### config.mk
export PLATFORM = sky130hd
export DESIGN_NAME = memory_access
export DESIGN_NICKNAME = d
export VERILOG_FILES = /design/src/rtl/core_types_pkg.sv /design/src/rtl/load_formatter.sv /design/src/rtl/memory_access.sv
export SDC_FILE = /design/constraint.sdc
export NUM_CORES = 1
export LEC_CHECK = 0
export ABC_AREA = 1
export BUFFER_PORTS_ARGS = -buffer_cell sky130_fd_sc_hd__buf_2
export CAP_MARGIN = 40
export CORE_AREA = 2 2 121 123
export CTS_BUF_LIST = sky130_fd_sc_hd__clkbuf_2 sky130_fd_sc_hd__clkbuf_4 sky130_fd_sc_hd__clkbuf_8
export DETAILED_ROUTE_END_ITERATION = 7
export DIE_AREA = 0 0 123 125
export GPL_TIMING_DRIVEN = 0
export HOLD_SLACK_MARGIN = 0.1
export PLACE_DENSITY = 0.9
export SYNTH_ARGS = -nofsm -noshare
export SYNTH_HDL_FRONTEND = slang
export SYNTH_SLANG_ARGS = --single-unit
### constraint.sdc
create_clock -name Clock -period 1.6 [get_ports Clock]
set_input_delay 0 -clock Clock [delete_from_list [all_inputs] [get_ports Clock]]
set_output_delay 0 -clock Clock [all_outputs]
set_load 0.05 [all_outputs]
### src/rtl/core_types_pkg.sv
// Shared types and decode helpers for the memory-access stage.
package core_types_pkg;

  // Memory-stage FSM: StBusy means a bus request is outstanding.
  typedef enum logic {
    StIdle = 1'b0,
    StBusy = 1'b1
  } mem_state_t;

  // funct3 access-size codes; anything else decodes as a word.
  localparam logic [2:0] Funct3Lb  = 3'b000;
  localparam logic [2:0] Funct3Lh  = 3'b001;
  localparam logic [2:0] Funct3Lw  = 3'b010;
  localparam logic [2:0] Funct3Lbu = 3'b100;
  localparam logic [2:0] Funct3Lhu = 3'b101;

  typedef enum logic [1:0] {
    SizeByte,
    SizeHalf,
    SizeWord
  } mem_size_t;

  // Registered outputs handed to write_back.
  typedef struct packed {
    logic        valid;
    logic        rmem;
    logic        wreg;
    logic [4:0]  rd;
    logic [31:0] result;
    logic [31:0] mem_out;
    logic        misaligned;
    logic        bus_error;
  } memory_access_out_t;

  // Captured memory op, held for the whole bus transaction.
  typedef struct packed {
    logic        rmem;
    logic        wmem;
    logic        wreg;
    logic [2:0]  funct3;
    logic [4:0]  rd;
    logic [31:0] result;
    logic [3:0]  be;
    logic [31:0] wdata;
  } mem_req_t;

  function automatic mem_size_t decode_size(input logic [2:0] funct3);
    mem_size_t size;
    case (funct3)
      Funct3Lb, Funct3Lbu: size = SizeByte;
      Funct3Lh, Funct3Lhu: size = SizeHalf;
      default:             size = SizeWord;
    endcase
    return size;
  endfunction

  function automatic logic is_misaligned(input mem_size_t size, input logic [1:0] addr_lo);
    logic mis;
    case (size)
      SizeHalf: mis = addr_lo[0];
      SizeWord: mis = |addr_lo;
      default:  mis = 1'b0;
    endcase
    return mis;
  endfunction

  function automatic logic [3:0] store_be(input mem_size_t size, input logic [1:0] addr_lo);
    logic [3:0] be;
    case (size)
      SizeByte: be = 4'b0001 << addr_lo;
      SizeHalf: be = addr_lo[1] ? 4'b1100 : 4'b0011;
      default:  be = 4'b1111;
    endcase
    return be;
  endfunction

  // Sub-word stores replicate the operand so the byte enables alone pick the lane.
  function automatic logic [31:0] store_wdata(input mem_size_t size, input logic [31:0] data);
    logic [31:0] wdata;
    case (size)
      SizeByte: wdata = {4{data[7:0]}};
      SizeHalf: wdata = {2{data[15:0]}};
      default:  wdata = data;
    endcase
    return wdata;
  endfunction

endpackage

### src/rtl/load_formatter.sv
// Extracts the addressed byte/half of a load word and sign- or zero-extends it.
module load_formatter
  import core_types_pkg::*;
(
  input  logic [31:0] rdata_i,
  input  logic [1:0]  addr_lo_i,
  input  logic [2:0]  funct3_i,
  output logic [31:0] data_o
);

  mem_size_t   size;
  logic        sign_ext;
  logic [7:0]  byte_sel;
  logic [15:0] half_sel;

  // Lane select then extension; funct3[2] set means unsigned.
  always_comb begin
    size     = decode_size(funct3_i);
    sign_ext = ~funct3_i[2];
    byte_sel = rdata_i[{addr_lo_i, 3'b000} +: 8];
    half_sel = addr_lo_i[1] ? rdata_i[31:16] : rdata_i[15:0];
    case (size)
      SizeByte: data_o = {{24{sign_ext & byte_sel[7]}}, byte_sel};
      SizeHalf: data_o = {{16{sign_ext & half_sel[15]}}, half_sel};
      default:  data_o = rdata_i;
    endcase
  end

endmodule

### src/rtl/memory_access.sv
// Memory stage: passes ALU ops through, runs one data-bus transaction per load/store,
// flags misaligned accesses and bus timeouts.
module memory_access
  import core_types_pkg::*;
#(
  parameter int unsigned MAX_WAIT = 16
) (
  input  logic        Clock,
  input  logic        Reset,
  input  logic        valid_in,
  input  logic        Rmem,
  input  logic        Wmem,
  input  logic        Wreg,
  input  logic [2:0]  funct3,
  input  logic [31:0] result,
  input  logic [31:0] storeData,
  input  logic [4:0]  rd,
  output logic        stall,
  output logic        valid_out,
  output logic        Rmem_o,
  output logic        Wreg_o,
  output logic [31:0] result_o,
  output logic [31:0] memOut,
  output logic [4:0]  rd_o,
  output logic        dmem_req,
  output logic        dmem_we,
  output logic [31:0] dmem_addr,
  output logic [3:0]  dmem_be,
  output logic [31:0] dmem_wdata,
  input  logic [31:0] dmem_rdata,
  input  logic        dmem_ack,
  output logic        misaligned,
  output logic        bus_error
);

  localparam int unsigned CntW = (MAX_WAIT > 1) ? $clog2(MAX_WAIT) : 1;

  mem_state_t         state_q, state_d;
  mem_req_t           req_q, req_d;
  logic [CntW-1:0]    cnt_q, cnt_d;
  memory_access_out_t out_q, out_d;

  mem_size_t   in_size;
  logic        in_mis;
  logic        busy;
  logic [31:0] load_data;

  assign busy = (state_q == StBusy);

  load_formatter u_load_formatter (
    .rdata_i  (dmem_rdata),
    .addr_lo_i(req_q.result[1:0]),
    .funct3_i (req_q.funct3),
    .data_o   (load_data)
  );

  // Next-state: accept in idle, complete on ack or timeout in busy.
  always_comb begin
    state_d = state_q;
    req_d   = req_q;
    cnt_d   = cnt_q;
    out_d   = '0;
    in_size = decode_size(funct3);
    in_mis  = is_misaligned(in_size, result[1:0]);

    case (state_q)
      StIdle: begin
        if (valid_in) begin
          if (!(Rmem || Wmem)) begin
            out_d.valid  = 1'b1;
            out_d.rmem   = Rmem;
            out_d.wreg   = Wreg;
            out_d.rd     = rd;
            out_d.result = result;
          end else if (in_mis) begin
            out_d.valid      = 1'b1;
            out_d.rmem       = Rmem;
            out_d.rd         = rd;
            out_d.result     = result;
            out_d.misaligned = 1'b1;
          end else begin
            req_d.rmem   = Rmem;
            req_d.wmem   = Wmem;
            req_d.wreg   = Wreg;
            req_d.funct3 = funct3;
            req_d.rd     = rd;
            req_d.result = result;
            req_d.be     = store_be(in_size, result[1:0]);
            req_d.wdata  = store_wdata(in_size, storeData);
            cnt_d        = '0;
            state_d      = StBusy;
          end
        end
      end
      StBusy: begin
        out_d.rmem   = req_q.rmem;
        out_d.rd     = req_q.rd;
        out_d.result = req_q.result;
        if (dmem_ack) begin
          out_d.valid   = 1'b1;
          out_d.wreg    = req_q.wreg;
          out_d.mem_out = req_q.rmem ? load_data : 32'h0;
          state_d       = StIdle;
        end else if (cnt_q == CntW'(MAX_WAIT - 1)) begin
          out_d.valid     = 1'b1;
          out_d.bus_error = 1'b1;
          cnt_d           = '0;
          state_d         = StIdle;
        end else begin
          out_d.rmem   = 1'b0;
          out_d.rd     = '0;
          out_d.result = '0;
          cnt_d        = cnt_q + CntW'(1);
        end
      end
      default: state_d = StIdle;
    endcase
  end

  // State, request and output registers with synchronous reset.
  always_ff @(posedge Clock) begin
    if (Reset) begin
      state_q <= StIdle;
      req_q   <= '0;
      cnt_q   <= '0;
      out_q   <= '0;
    end else begin
      state_q <= state_d;
      req_q   <= req_d;
      cnt_q   <= cnt_d;
      out_q   <= out_d;
    end
  end

  assign stall      = busy;
  assign dmem_req   = busy;
  assign dmem_we    = busy & req_q.wmem;
  assign dmem_addr  = busy ? {req_q.result[31:2], 2'b00} : 32'h0;
  assign dmem_be    = busy ? req_q.be : 4'b0000;
  assign dmem_wdata = busy ? req_q.wdata : 32'h0;

  assign valid_out  = out_q.valid;
  assign Rmem_o     = out_q.rmem;
  assign Wreg_o     = out_q.wreg;
  assign rd_o       = out_q.rd;
  assign result_o   = out_q.result;
  assign memOut     = out_q.mem_out;
  assign misaligned = out_q.misaligned;
  assign bus_error  = out_q.bus_error;

endmodule

After elaboration in Yosys (flattened, before gate mapping):

Cells that the tools add are included.

* register bits: 158
* bits in latches: 0
* RAM bits: 0
* bits in read-only memories: 0
* input port bits: 111
* logic and storage cells: 98
* memories: 0

* $add $sub $neg: 1
* $mul: 0
* divide/modulo/power cells: 0
* magnitude comparators: 0
* equality and inequality tests: 14
* shift operators: 2
* muxes and demuxes: 38
* bitwise gates (word level): 10
* reductions and logical operators: 15

Operators with widths (count)
* $mux 37: 4
* $pmux 32 s2: 2
* $pmux 40 s2: 1
* $mux 32: 2
* $mux 40: 1
* $shiftx 32x6->8: 1
* $mux 4: 7
* $mux 16: 1
* $pmux 4 s2: 2
* $eq 3x3->1 const B: 4
* $mux 1: 12
* $reduce_or 2->1: 5
* $ne 2x2->1 const B: 4
* $pmux 2 s2: 2
* $reduce_and 4->1: 2
* $reduce_or 4->1: 2
* $not 1->1: 7
* $eq 3x1->1 const B: 2
* $logic_not 3->1: 2
* $add 4x1->4 const B: 1
* $eq 2x1->1 const B: 2
* $eq 4x4->1 const B: 1
* $logic_not 2->1: 2
* $mux 2: 2
* 6 further kinds: 9

Depth between registers and ports, before layout:

* depth after elaboration: 9
* gate-level depth with buffers: 10

By module:

A second synthesis with hierarchy kept.

* cell total of the unflattened synthesis: 1049
* area total of the unflattened synthesis: 7215.7 um^2

Modules (own cells, without submodules)
* memory_access: instances 1, cells each 904, area each 6366.1 um^2, sequential area each 3163.0 um^2
* load_formatter: instances 1, cells each 145, area each 849.6 um^2, sequential area each 0.0 um^2

Worst setup path before layout:

Ideal clock, no wire load.

* kind: reg-to-reg
* from: register state_q (netlist: dmem_req)
* to: register out_q (netlist bit result_o[16])
* setup time: 0.070 ns
* arrival: 1.771 ns
* data required time: 1.530 ns
* slack: -0.241 ns
* cell stages (with the launch flop): 7
* buffers on the path: 2
* period minus slack after synthesis: 1.841 ns
* cell sequence: dfxtp_1 > buf_4 > clkbuf_1 > nand2_1 > inv_1 > nand2_1 > a21oi_1

* word-level cells in the longest chain between the ends: 2

RTL lines
* start: declaration: line memory_access.sv:38 `mem_state_t state_q, state_d;`
* start signal: assignment: line memory_access.sv:123 `state_q <= StIdle;`
* start signal: assignment: line memory_access.sv:128 `state_q <= state_d;`
* $not 1->1 (no line)
* $pmux 40 s2 *: line memory_access.sv:66 `case (state_q)`
* end signal: assignment: line memory_access.sv:131 `out_q <= out_d;`
* end: declaration: line memory_access.sv:41 `memory_access_out_t out_q, out_d;`

Mark *: on every way between the ends. The rest lies on a longest branch, timed or not.
A chain may end at the register's enable or synchronous reset.

Final worst setup path:

* from: register state_q (netlist: dmem_req)
* to: output dmem_wdata[16]

* word-level cells in the longest chain between the ends: 1

RTL lines
* $mux 32: line memory_access.sv:140 `assign dmem_wdata = busy ? req_q.wdata : 32'h0;`
* end: declaration: line memory_access.sv:29 `output logic [31:0] dmem_wdata,`

Every way passes these cells.

==> run summary <==
Weighted congestion at the end of routability-driven global placement: 0.933. In this run the tool buffered the top-level ports with 252 buffer cells. Leaving out filler cells and counting taps, the final layout contains 1,633. The clock tree synthesis step divided the H-tree into 4 levels. By area the synthesized netlist is led by sky130_fd_sc_hd__dfxtp_1, sky130_fd_sc_hd__nand2_1, sky130_fd_sc_hd__a21oi_1. Sequential cells burn 44.4% of the power. Summed over all layers, the global routing overflow is 0.

In this design, the critical path's most frequently occurring cell is sky130_fd_sc_hd__clkbuf_16. By count the netlist is led by sky130_fd_sc_hd__nand2_1, sky130_fd_sc_hd__dfxtp_1, sky130_fd_sc_hd__a21oi_1. Internal power comes to 6.67 mW. The count of synthesis-stage warnings from yosys was 0. For this run, the slowest stage of the critical path takes 350 ps.

After detailed routing, the number of remaining DRC violations is 0. STA classifies the critical path startpoint as a flop. Hold violation count in the final report: 0.

For this configuration, the core starts out at a cell density of 49.4%. During I/O placement, the number of pins put on the boundary was 256. Count of flip-flops with a built-in enable after synthesis: 0.

The logs give 8,708 for the via count of the first global-routing pass and 1,043 for the number of violations reported at the end of detailed-routing iteration 0. Across the run, the number of max-cap violations was 0. Clock-pin slew was measured on the worst setup and hold paths at 80 ps.

At the pin with the least slew margin, the transition time is 745 ps. A synthesized cell averages 6.76 µm². The data required time at the worst endpoint is 1600 ps. The tools report the number of clock sinks as 158. The number of clock buffers added by TritonCTS is 17.

The library cell used as clock root buffer was sky130_fd_sc_hd__clkbuf_8. The first detailed-routing pass took 6 iterations. Final-report max-slew violation count: 0.

The proportion of netlist area held by the largest area contributor came out at 45.1%. The share of async-settable or async-resettable flops after synthesis was 0%. The routed layout has 8,954 vias. Initial antenna violation count: 1.

After detailed routing, the average wire length per cell comes to 17.7 µm. Sort of element at the end of the critical path: a primary output. The type of the worst min-delay path was input pin to flop.

In the synthesized netlist, the number of instances is 1,038. The worst-path cell with the longest stage delay is sky130_fd_sc_hd__dfxtp_2. The time the final worst path needs with I/O delays and setup was 1650 ps; the post-route antenna net violation count was 0.

The number of distinct library cells after synthesis is 29, and the average via count per standard cell is 5.48. The final layout contains routed wiring with a total length of 28,900 µm. The most common cell in the synthesized netlist was sky130_fd_sc_hd__nand2_1. The run finished, with violations left. Power share of the combinational group: 20.2%. The logs give 17 for the largest net degree at the start of global routing and 35.3% for the total routing resource utilization after global routing.

Once placement completed, the tool counted placed cells totaling 1,475. For this design the static power due to leakage is 5.18 nW. Net switching is 28.9% of the power. After floorplanning, the core was sized to cover 14,200 µm². Setup violations remaining at the end of the flow were counted as 12. TritonCTS built the clock tree. The overall die width is 123 µm, and the flip-flop and latch count after synthesis is 158.

The post-route netlist has 32.9% of its cells at a drive strength greater than 1. OpenSTA, run right after detailed placement, puts the worst setup slack at -269 ps. The startpoint identified for the worst hold timing path is valid_in. Setup repair after global routing could not meet its margin everywhere. Final cycle utilization of the critical path: 103%. The longest clock path from root to sink contains 2 buffers.

On the final layout, the worst clock skew is 13.2 ps. The run gives 7020 µm² as the combined area of all synthesized cells. The worst register-to-register path begins at cnt_q[0]$_SDFFE_PP0P_. The clock reaches the later pin of the worst-skew pair after 460 ps. Headroom to the max-slew limit came out at 50.4%. For the final worst setup slack, the log shows -45.8 ps.

For this run, the top clock speed supported by timing is 608 MHz. The floorplan step defined a die boundary enclosing 15,400 µm². In this run the worst path has a maximum fanout of 9. Dividing total power by cell area gives a power density of 837 nW/µm². Summed over all nets, the switching power comes to 2.71 mW. After synthesis, flip-flops and latches occupy 45.1% of the total area. For the worst setup path, the data arrival time is 1650 ps. The first global-routing pass estimated 42,600 µm of wire. Flip-flop cell with the highest count after synthesis: sky130_fd_sc_hd__dfxtp_1.

Of the total power, the clock network draws 35.4%. Walking the worst path, the cells encountered are buf_12 > clkbuf_16 > clkbuf_16 > nand2_4 > clkinvlp_4 > buf_8. The area growth from synthesis to layout came out at 59.8%. The total half-perimeter wirelength after legalization and detailed placement was 16,600 µm. The checks that failed: negative setup slack.

The final layout contains 1,547 nets. The tools report the start point of the critical path as dmem_req$_SDFF_PP0_. The tools report the peak supply drop as 0.577 mV.

The post-synthesis cell type with the largest combined area was sky130_fd_sc_hd__dfxtp_1. The floorplan step set the die height to 125 µm. Row generation in the floorplan step produced 44 rows.

By startpoint and endpoint, the worst setup path is classified as flop to primary output.
final timing paths:
kind / to / slack [ps] / cells past startpoint
hold / removal: rd_o[3]$_SDFF_PP0_ / 210 / 6
hold reg to reg: req_q[41]$_SDFFE_PP0P_ / 460 / 2
setup / recovery: dmem_wdata[16] / -50 / 6
setup reg to reg: rd_o[1]$_SDFF_PP0_ / 10 / 7
power groups by stage:
stage          Sequential, mW  Combinational [mW]  Clock, mW
3_5_place_dp             4.23                1.40          0
3_3_place_gp             4.23                1.39          0
4_1_cts                  4.15                1.70       3.32
6_report                 4.16                1.90       3.32
2_1_floorplan            4.37               0.796          0
5_1_grt                  4.18                2.01       3.51
placed cells by master (no fill, tap or decap), drive strengths merged:
| master | instances |
|---|---|
| nor2 | 17 |
| dfxtp | 158 |
| nor3 | 1 |
| o22ai | 1 |
| nand3 | 81 |
| clkinvlp | 61 |
| bufinv | 4 |
| nand2 | 421 |
| buf | 303 |
| conb | 2 |
| clkinv | 5 |
| o21ai | 18 |
| o211ai | 7 |
| clkbuf | 56 |
| dlygate4sd3 | 109 |
| ha | 1 |
| diode | 1 |
| inv | 57 |
| nand4 | 4 |
| or2 | 6 |
| a22oi | 2 |
| a21oi | 134 |
final cells by class:
cell class                 count  area (µm²)
clock buffer                  23         285
buffer                        69         563
sequential                   158        3170
timing repair buffer         376        2900
clock inverter                 9         160
fill                         907        2990
multi-input combinational    695        3230
inverter                     118         674
antenna                        1        2.50
tap                          184         230
worst max-delay path: cells and delay by family, from the launching register on:
kind                   cells  cell delay [ps]
buffers and inverters      5              740
DFF                        1              350
and+or+nand+nor            1               90
stage by stage:
stage          utilization, %  instance area, µm²  hold WS (ps)  power (mW)  setup TNS, ps
6_report                 78.9               11200           214        9.38           -192
5_1_grt                  78.9               11200           214        9.70           -985
2_1_floorplan               -                7240           143        5.16              0
3_5_place_dp             61.5                8740           266        5.63         -10430
4_1_cts                  76.3               10800           177        9.18          -60.9
3_3_place_gp             61.5                8740           260        5.61          -7530
cell families (layout without fill, tap and decap cells):
group                    after synthesis  in the layout  synth area share, %
flip-flops                           158            158                 45.1
other                                  1              3               0.0534
AND/OR/NAND/NOR                      529            530                 30.7
AO/OA/AOI/OAI                        162            162                 11.9
buffers and inverters                187            595                 12.1
adder cells (fa/ha/maj)                1              1                0.178
registers in the layout (all words and copies together) (netlist names):
name,count
Rmem_o,1
dmem_req,1
bus_error,1
misaligned,1
cnt_q,4
rd_o,5
req_q,79
memOut,32
result_o,32
Wreg_o,1
valid_out,1
metal layers:
| layer | global-route usage (%) | up-vias | share of wire [%] |
|---|---|---|---|
| li1 | - | 4021 | - |
| met1 | 40.2 | 4084 | 36 |
| met3 | 8.90 | 200 | 8.7 |
| met5 | 0 | - | 0 |
| met4 | 22.0 | 0 | 7.1 |
| met2 | 58.5 | 649 | 48 |
repair_timing:
item                       CTS  global route
resized for setup          156            89
pin swaps                    2             7
cloned                       3             4
buffers inserted             3             6
setup endpoints to repair  112           170
hold buffers               109             0
hold endpoints to repair   155             0
(Power assumes the default switching activity.)
